==> src/rtl/enc12_pkg.sv <==
// Shared constants and helpers for the (12,7) systematic parity encoder.
// Bit k of each mask selects data bit b[k] into that parity bit.
package enc12_pkg;

    localparam int DATA_W = 7;
    localparam int CW_W   = 12;

    typedef logic [DATA_W-1:0] data_t;
    typedef logic [CW_W-1:0]   code_t;

    localparam data_t P7  = 7'h63;
    localparam data_t P8  = 7'h35;
    localparam data_t P9  = 7'h6B;
    localparam data_t P10 = 7'h6B;
    localparam data_t P11 = 7'h6A;

    function automatic code_t parity_encode(input data_t b);
        return {^(b & P11), ^(b & P10), ^(b & P9), ^(b & P8), ^(b & P7), b};
    endfunction

endpackage

==> src/rtl/enc12_7_core.sv <==
// Purely combinational (12,7) systematic encoder: data in the low 7 bits,
// five mask-selected parity bits above.
module enc12_7_core
    import enc12_pkg::*;
(
    input  data_t data_i,
    output code_t code_o
);

    assign code_o = parity_encode(data_i);

endmodule

==> src/rtl/encoder_share_ctrl.sv <==
// Round-robin shares one (12,7) encoder between NUM_REQ requesters; results
// land in a 2-entry FIFO (one cycle to out_valid) with a wrapping accept count.
module encoder_share_ctrl
    import enc12_pkg::*;
#(
    parameter int NUM_REQ = 4,
    parameter int SRC_W   = $clog2(NUM_REQ),
    parameter int CNT_W   = 16
) (
    input  logic                      clk,
    input  logic                      rst,
    input  logic [NUM_REQ-1:0]        req_valid,
    input  logic [DATA_W*NUM_REQ-1:0] req_data,
    output logic [NUM_REQ-1:0]        req_ready,
    output logic                      out_valid,
    input  logic                      out_ready,
    output logic [CW_W-1:0]           out_code,
    output logic [SRC_W-1:0]          out_src,
    output logic [CNT_W-1:0]          enc_count
);

    typedef struct packed {
        code_t            code;
        logic [SRC_W-1:0] src;
    } entry_t;

    entry_t             buf_q [2];
    entry_t             buf_d [2];
    logic [1:0]         cnt_q, cnt_d;
    logic [SRC_W-1:0]   ptr_q, ptr_d;
    logic [CNT_W-1:0]   enc_cnt_q, enc_cnt_d;

    logic               grant_vld;
    logic [SRC_W-1:0]   grant_idx;
    logic [SRC_W:0]     scan;
    data_t              grant_data;
    code_t              grant_code;
    logic               space;
    logic               accept;
    logic               pop;
    entry_t             new_entry;

    assign out_valid = (cnt_q != 2'd0);
    assign out_code  = buf_q[0].code;
    assign out_src   = buf_q[0].src;
    assign enc_count = enc_cnt_q;

    assign pop    = out_valid && out_ready;
    assign space  = (cnt_q < 2'd2) || pop;
    assign accept = space && grant_vld;

    // Scan index is one bit wider so the modulo wrap works for any NUM_REQ.
    always_comb begin
        grant_vld  = 1'b0;
        grant_idx  = '0;
        scan       = '0;
        for (int k = 0; k < NUM_REQ; k++) begin
            scan = {1'b0, ptr_q} + (SRC_W+1)'(k);
            if (scan >= (SRC_W+1)'(NUM_REQ))
                scan = scan - (SRC_W+1)'(NUM_REQ);
            if (!grant_vld && req_valid[scan[SRC_W-1:0]]) begin
                grant_vld = 1'b1;
                grant_idx = scan[SRC_W-1:0];
            end
        end
    end

    always_comb begin
        grant_data = '0;
        req_ready  = '0;
        for (int i = 0; i < NUM_REQ; i++) begin
            if (grant_vld && grant_idx == SRC_W'(i)) begin
                grant_data   = req_data[i*DATA_W +: DATA_W];
                req_ready[i] = space;
            end
        end
    end

    enc12_7_core u_enc (
        .data_i (grant_data),
        .code_o (grant_code)
    );

    assign new_entry = '{code: grant_code, src: grant_idx};

    always_comb begin
        buf_d     = buf_q;
        cnt_d     = cnt_q;
        ptr_d     = ptr_q;
        enc_cnt_d = enc_cnt_q;
        case ({accept, pop})
            2'b11: begin
                if (cnt_q == 2'd2) begin
                    buf_d[0] = buf_q[1];
                    buf_d[1] = new_entry;
                end else begin
                    buf_d[0] = new_entry;
                end
            end
            2'b01: begin
                if (cnt_q == 2'd2)
                    buf_d[0] = buf_q[1];
                cnt_d = cnt_q - 2'd1;
            end
            2'b10: begin
                if (cnt_q == 2'd0)
                    buf_d[0] = new_entry;
                else
                    buf_d[1] = new_entry;
                cnt_d = cnt_q + 2'd1;
            end
            default: ;
        endcase
        if (accept) begin
            ptr_d     = (grant_idx == SRC_W'(NUM_REQ-1)) ? '0 : grant_idx + SRC_W'(1);
            enc_cnt_d = enc_cnt_q + CNT_W'(1);
        end
    end

    always_ff @(posedge clk) begin
        if (rst) begin
            buf_q[0]  <= '0;
            buf_q[1]  <= '0;
            cnt_q     <= '0;
            ptr_q     <= '0;
            enc_cnt_q <= '0;
        end else begin
            buf_q[0]  <= buf_d[0];
            buf_q[1]  <= buf_d[1];
            cnt_q     <= cnt_d;
            ptr_q     <= ptr_d;
            enc_cnt_q <= enc_cnt_d;
        end
    end

endmodule

==> config.mk <==
export PLATFORM = sky130hd
export DESIGN_NAME = encoder_share_ctrl
export DESIGN_NICKNAME = d
export VERILOG_FILES = /design/src/rtl/enc12_pkg.sv /design/src/rtl/enc12_7_core.sv /design/src/rtl/encoder_share_ctrl.sv
export SDC_FILE = /design/constraint.sdc
export NUM_CORES = 1
export LEC_CHECK = 0
export ABC_AREA = 1
export CAP_MARGIN = 20
export CORE_MARGIN = 4
export CORE_UTILIZATION = 35
export DETAILED_ROUTE_END_ITERATION = 7
export GPL_ROUTABILITY_DRIVEN = 0
export SLEW_MARGIN = 40
export SYNTH_ARGS = -nofsm -noshare
export SYNTH_HDL_FRONTEND = slang
export SYNTH_HIERARCHICAL = 1
export SYNTH_SLANG_ARGS = --single-unit
==> constraint.sdc <==
create_clock -name clk -period 4 [get_ports clk]
set_input_delay 0.8 -clock clk [delete_from_list [all_inputs] [get_ports clk]]
set_output_delay 0.8 -clock clk [all_outputs]
set_load 0.01 [all_outputs]
* Yosys cells after proc, flatten, opt, wreduce, memory -nomap -nowiden
Index checks and enable logic that the tools add are counted.
** Word-level totals
- Register bits after elaboration :: 48
- Logic and storage cells :: 100
- Input bits :: 35
- Output and inout port bits :: 35
** Cells by class
- $add $sub $neg :: 11
- Reduce and logical (&&, ||, !) cells :: 25
- Multiplexer cells :: 37
- Equal/unequal tests :: 11
- $lt $le $gt $ge :: 9
** Operators by type and width (number)
- $mux W14 :: 5
- $pmux W14 S3 :: 1
- $mux W7 :: 4
- $pmux W14 S2 :: 1
- $reduce_xor A7 Y1 :: 4
- $mux W2 :: 9
- $add A16 B1 Y16 const B :: 1
- $lt A2 B3 Y1 const B :: 4
- $mux W1 :: 12
- $eq A2 B2 Y1 const B :: 5
- $sub A2 B1 Y2 const B :: 5
- $ge A3 B3 Y1 const B :: 3
- $logic_and A1 B1 Y1 :: 9
- $bmux W1 S2 :: 4
- $ne A2 B2 Y1 const B :: 4
- $add A2 B2 Y3 const B :: 2
- $reduce_and A3 Y1 :: 2
- $reduce_bool A2 Y1 :: 3
- $add A2 B1 Y2 const B :: 2
- $eq A2 B1 Y1 const B :: 2
- $logic_not A2 Y1 :: 2
- $pmux W2 S2 :: 1
- $add A2 B1 Y3 const B :: 1
- $ge A2 B3 Y1 const B :: 1
- 4 further kinds :: 6

* Longest topological paths before layout
Gate-level depths: netlist of run 1.
- Depth in word-level cells :: 23
- Depth in mapped cells :: 29
- Depth with buffers taken out :: 27

* Hierarchy
The synthesis of run 1 kept the hierarchy.
** Modules (own cells, without submodules)
- encoder_share_ctrl :: area an instance 3210.6 um^2, instances 1, cells each 489, seq. area each 960.9 um^2
- enc12_7_core :: area an instance 206.4 um^2, instances 1, cells each 34, seq. area each 0.0 um^2

* Worst setup path before layout of run 1
No wires, ideal clock.
- Kind :: in2reg
- Start point :: in req_valid[3]
- End point :: reg buf_q, in the netlist out_code[10]
- Setup slack :: 0.573 ns
- Path buffers :: 1
- Setup time :: 0.070 ns
- Cell stages on the path :: 24
- Arrival time :: 3.357 ns
- Required time :: 3.930 ns
- Path through :: inv_1 nand2_1 nand3_1 nand2_1 nor2_4 nand3_1 nand2_1 nand2_1 inv_1 ha_1 nand2_4 inv_4 nand2_1 o21ai_1 a21oi_2 nor2_1 xnor2_2 nand3_1 nand2_1 buf_4 inv_1 o21ai_0 a21oi_1 a21oi_1
** On the way
- Longest elaborated chain between the ends :: 21
- Elaborated cells between the ends (all ways) :: 46
- Those cells by class :: eq/ne (8); mux (23); reduce/logical (15)
** RTL lines
- start: declaration :: RTL line encoder_share_ctrl.sv:12 : input logic [NUM_REQ-1:0] req_valid,
- $bmux W1 S2 :: RTL line encoder_share_ctrl.sv:61 : if (!grant_vld && req_valid[scan[SRC_W-1:0]]) begin
- $mux W1 (not written as such) :: RTL line encoder_share_ctrl.sv:61
- $mux W1 :: RTL line encoder_share_ctrl.sv:61
- $logic_not A1 Y1 :: RTL line encoder_share_ctrl.sv:61
- $logic_and A1 B1 Y1 :: RTL line encoder_share_ctrl.sv:61
- $mux W1 :: RTL line encoder_share_ctrl.sv:61
- $logic_not A1 Y1 :: RTL line encoder_share_ctrl.sv:61
- $logic_and A1 B1 Y1 :: RTL line encoder_share_ctrl.sv:61
- [... 4 more ...]
- $logic_not A2 Y1 :: RTL line encoder_share_ctrl.sv:72 : if (grant_vld && grant_idx == SRC_W'(i)) begin
- $logic_and A1 B1 Y1 :: RTL line encoder_share_ctrl.sv:72
- $mux W7 (3 in series) :: RTL line encoder_share_ctrl.sv:72
- $mux W7 * :: RTL line encoder_share_ctrl.sv:72
- via grant_data[5] :: RTL line encoder_share_ctrl.sv:36 : data_t grant_data;
- $reduce_xor A7 Y1 * :: RTL line enc12_pkg.sv:18 : return {^(b & P11), ^(b & P10), ^(b & P9), ^(b & P8), ^(b & P7), b};
- $mux W14, on equally long branches :: RTL line encoder_share_ctrl.sv:106, encoder_share_ctrl.sv:93
- $pmux W14 S3 * :: RTL line encoder_share_ctrl.sv:91 : case ({accept, pop})
- end: declaration :: RTL line encoder_share_ctrl.sv:27 : entry_t buf_q [2];
Mark *: on every way through the listed nets, which the timed path passes. The rest lies on a longest branch. The select of a mux whose other input is x is not followed.
A chain may end at the register's enable or synchronous reset.

* Worst setup path after layout of run 1
- Start point :: in req_valid[3]
- End point :: out req_ready[0]
** On the way
- Longest elaborated chain between the ends :: 15
- Elaborated cells between the ends (all ways) :: 25
- Those cells by class :: mux (17); reduce/logical (8)
** RTL lines
- $bmux W1 S2 :: RTL line encoder_share_ctrl.sv:61
- $mux W1 (not written as such) :: RTL line encoder_share_ctrl.sv:61
- $mux W1 :: RTL line encoder_share_ctrl.sv:61
- $logic_not A1 Y1 :: RTL line encoder_share_ctrl.sv:61
- $logic_and A1 B1 Y1 :: RTL line encoder_share_ctrl.sv:61
- $mux W1 :: RTL line encoder_share_ctrl.sv:61
- $logic_not A1 Y1 :: RTL line encoder_share_ctrl.sv:61
- $logic_and A1 B1 Y1 :: RTL line encoder_share_ctrl.sv:61
- $mux W1 :: RTL line encoder_share_ctrl.sv:61
- $logic_not A1 Y1 :: RTL line encoder_share_ctrl.sv:61
- $logic_and A1 B1 Y1 :: RTL line encoder_share_ctrl.sv:61
- $mux W2 :: RTL line encoder_share_ctrl.sv:61
- $logic_not A2 Y1 :: RTL line encoder_share_ctrl.sv:72
- $logic_and A1 B1 Y1 * :: RTL line encoder_share_ctrl.sv:72
- $mux W1 * :: RTL line encoder_share_ctrl.sv:72
- end: declaration :: RTL line encoder_share_ctrl.sv:14 : output logic [NUM_REQ-1:0] req_ready,
Mark *: on every way between the ends. The rest lies on a longest branch, timed or not. The select of a mux whose other input is x is not followed.

==> results of run 1 <==
-- routing by layer --
layer	up-vias	wire length, um
li1	1788	-
met1	1573	3880
met2	47	4690
met3	7	253
met4	0	77
met5	-	0
-- final cells by class --
type | count | share of cell area
clock inverter | 3 | 0.0100
multi-input combinational | 369 | 0.459
inverter | 60 | 0.0542
clock buffer | 5 | 0.0162
sequential | 48 | 0.226
tap | 129 | 0.0380
timing repair buffer | 87 | 0.196
-- stage by stage --
step	hold slack (ns)	utilization	setup TNS [ns]	setup slack (ns)
CTS	0.517	0.449	0	0.0244
detailed placement	0.500	0.437	-0.0971	-0.0689
global route	0.533	0.453	0	0.00876
global placement	0.483	0.436	0	0.0355
floorplan	0.493	-	0	0.573
finish	0.509	0.453	0	0.273
-- Yosys cell counts (2+ instances only) --
cell type                    n  area (um2)
sky130_fd_sc_hd__o211ai_2    2        25.0
sky130_fd_sc_hd__nand2_4     2        22.5
sky130_fd_sc_hd__a21oi_2     2        17.5
sky130_fd_sc_hd__nor4_1      2        12.5
sky130_fd_sc_hd__o21ai_1    10        50.1
sky130_fd_sc_hd__buf_8       2        30.0
sky130_fd_sc_hd__nand3_1    23         115
sky130_fd_sc_hd__nand2_1   105         394
sky130_fd_sc_hd__nor3_2      2        20.0
sky130_fd_sc_hd__inv_2       4        15.0
sky130_fd_sc_hd__nand4_1     3        18.8
sky130_fd_sc_hd__nand2_2     6        37.5
sky130_fd_sc_hd__dfxtp_1    48         961
sky130_fd_sc_hd__xnor2_1     5        43.8
sky130_fd_sc_hd__nor3_1      5        25.0
sky130_fd_sc_hd__ha_1        9         113
sky130_fd_sc_hd__o21ai_0    63         315
sky130_fd_sc_hd__inv_4       2        12.5
sky130_fd_sc_hd__buf_4      23         173
sky130_fd_sc_hd__nor2_1     33         124
sky130_fd_sc_hd__xor2_1      5        43.8
sky130_fd_sc_hd__nand2b_1    3        18.8
sky130_fd_sc_hd__inv_1      54         203
sky130_fd_sc_hd__a21oi_1    77         385
sky130_fd_sc_hd__nand3_2     2        20.0
sky130_fd_sc_hd__clkbuf_1   15        56.3
sky130_fd_sc_hd__buf_6       4        45.0
-- how the worst max path moves through the flow --
stage / startpoint / to / slack (ns)
2_1_floorplan: req_valid[3] / out_code[10]$_SDFFE_PP0P_ / 0.57
3_3_place_gp: req_valid[1] / req_ready[3] / 0.04
3_5_place_dp: req_valid[3] / out_code[9]$_SDFFE_PP0P_ / -0.07
4_1_cts: req_valid[1] / req_ready[3] / 0.02
5_1_grt: req_valid[3] / out_code[10]$_SDFFE_PP0P_ / 0.009
6_report: req_valid[3] / req_ready[0] / 0.27
-- cells in the final DEF, fill, tap and decap left out, types with 5 or more instances in the layout --
cell and n:
sky130_fd_sc_hd__nor3_1 5, sky130_fd_sc_hd__o21ai_1 11, sky130_fd_sc_hd__ha_1 6, sky130_fd_sc_hd__buf_4 18, sky130_fd_sc_hd__o21ai_0 62, sky130_fd_sc_hd__xnor2_1 5, sky130_fd_sc_hd__a21oi_1 77, sky130_fd_sc_hd__dfxtp_1 48
sky130_fd_sc_hd__nand2_2 8, sky130_fd_sc_hd__nor2_1 31, sky130_fd_sc_hd__nand2_1 103, sky130_fd_sc_hd__xor2_1 5, sky130_fd_sc_hd__nand3_1 23, sky130_fd_sc_hd__clkdlybuf4s50_1 66, sky130_fd_sc_hd__inv_2 5, sky130_fd_sc_hd__inv_1 53
sky130_fd_sc_hd__clkbuf_8 5
-- logic make-up (layout without fill, tap and decap cells) --
| kind of cell | Yosys count | in the layout | share of synthesized area |
|---|---|---|---|
| buffers and inverters | 106 | 155 | 0.159 |
| and+or+nand+nor | 191 | 191 | 0.256 |
| AOI/OAI and AO/OA | 158 | 158 | 0.241 |
| adders and majority gates | 9 | 9 | 0.0330 |
| xor gates and xnor gates | 11 | 11 | 0.0304 |
| DFF | 48 | 48 | 0.281 |
-- sequential cells by signal, indices dropped and copies added (netlist names) --
name / cells
out_src: 2
out_code: 12
cnt_q: 2
buf_q: 14
ptr_q: 2
enc_count: 16
-- critical path, delay by kind of cell --
kind | cells | cell delay [ns]
buffers and inverters | 5 | 1.17
AOI/OAI and AO/OA | 1 | 0.12
adders and majority gates | 1 | 0.20
and+or+nand+nor | 6 | 0.65
-- timing repair --
item / 4_1_cts / 5_1_grt
endpoints found under the setup margin: 1 / 8
gates resized for setup: 1 / 12
pin swaps: 0 / 1
buffers inserted: 0 / 1
==> metrics.txt, run 1 <==
drc violations=0; routing usage on met1=0.189; clock-pin transition on the worst setup and hold timing paths=0.09 ns; clock tree from TritonCTS=built; number of pins with negative max-slew slack in the final report=0; number of cells traversed by the worst register-to-register path=23; endpoint arrival time on the critical path=2.93 ns; total I/O pin count=70; startpoint of the most critical hold path=enc_count[15]$_SDFFE_PP0P_; first drt pass iteration count=4; overall routing resource usage=0.157; worst-path cell with the longest stage delay=sky130_fd_sc_hd__clkdlybuf4s50_1; worst reg2reg startpoint=ptr_q[0]$_SDFFE_PP0P_; final cycle utilization of the critical path=0.932; number of clock sinks=48; vias after detailed routing=3415; fraction of the yosys area taken by sequential cells=0.281; post-route cell area=4250 um2; FF+latch area=961 um2; cell-by-cell trace of the critical path=clkdlybuf4s50_1 -> inv_1 -> nand2_1 -> nand3_1 -> nand2_1 -> inv_1 -> a21oi_1 -> nand2_1 -> nand2_2 -> ha_4 -> inv_1 -> nor2_1 -> clkdlybuf4s50_1; Synth cell types=39; outcome=completed; number of rows created at floorplan=35; initial cell density of the core=0.365; Clock Tree Root=sky130_fd_sc_hd__clkbuf_8; number of clock buffers inserted by TritonCTS=5; Achievable Freq=268 MHz; remaining max-slew budget at the tightest pin=0.445; number of global-route vias before repair=3337; global-route wire length before repair=14.9 mm; total detailed-routing wirelength=8.90 mm; horizontal die dimension=107 um; number of instances in the synthesized netlist=523; most used routing layer in global routing=met2; Layout Nets=615; CTS max path bufs=2; maximum number of pins on one net before global-route repair=30; CP required=3.20 ns; met2 usage=0.293; number of hold violations in the final report=0; end of the worst register-to-register path=out_code[9]$_SDFFE_PP0P_; reg2reg setup slack=0.67 ns; flip-flop and latch count after synthesis=48; end point of the worst hold path=enc_count[15]$_SDFFE_PP0P_; Die Footprint=11400 um2; Warnings, synthesis=6; crit path time final=3.73 ns; placeable core area=9370 um2; DR vias/cell=4.87; crit path kind=in -> out; height of the chip=107 um; remaining antenna violation count=0; Finish-stage setup viols=0; overflow left after global routing=0; ANT cells=0; Layout Skew=0.00509 ns; number of enable flip-flop cells after synthesis=0; Placed Cells incl. Taps=692; number of max-cap violations=0; area added between synthesis and finish=24.2%; Clock H-tree levels=2; total standard cell area after synthesis=3420 um2; post-synthesis async set-or-reset flop share=0; post-synth net total=567; DRC violation total after the first TritonRoute iteration=131; Crit path largest cell delay=0.54 ns; initial antenna violation count=0; mean instance size in the synthesized netlist=6.53 um2; # port buffers=69; fraction of final layout cells sized beyond drive strength 1=0.105; combined area of the multi-input logic cells=1950 um2; largest fanout on the critical path=8; instance area at placement=4090 um2; hold-critical path depth=2; prevailing post-synth register cell=sky130_fd_sc_hd__dfxtp_1; number of filler instances in the final layout=1009; min-delay worst type=reg -> reg; critical path capture point type=output port; routed length per instance=12.7 um; RSZ-0062 raised after global routing=false; hold buffer count at CTS=0; Global Route met3 Usage=0.0241; count of placed standard cells in the final layout, fillers left out=701; HPWL after detailed placement=6.72 mm; slew at the pin closest to its max-slew limit=0.831 ns; latest clock arrival within the worst-skew pair=0.30 ns; startpoint class of the critical path=primary input
Power of run 1 is not shown: default switching activity piles up to over one toggle a cycle in this logic, so the estimate is an artifact.
==> run 2: changes to the inputs <==
--- a/config.mk
+++ b/config.mk
@@ -9,6 +9,7 @@
 export CAP_MARGIN = 20
 export CORE_MARGIN = 4
 export CORE_UTILIZATION = 35
+export CTS_CLUSTER_SIZE = 20
 export DETAILED_ROUTE_END_ITERATION = 7
 export GPL_ROUTABILITY_DRIVEN = 0
 export SLEW_MARGIN = 40
==> results of run 2 <==
No change in the layout: final DEF, timing and power equal those of run 1.
Power of run 2 is left out for the same reason.
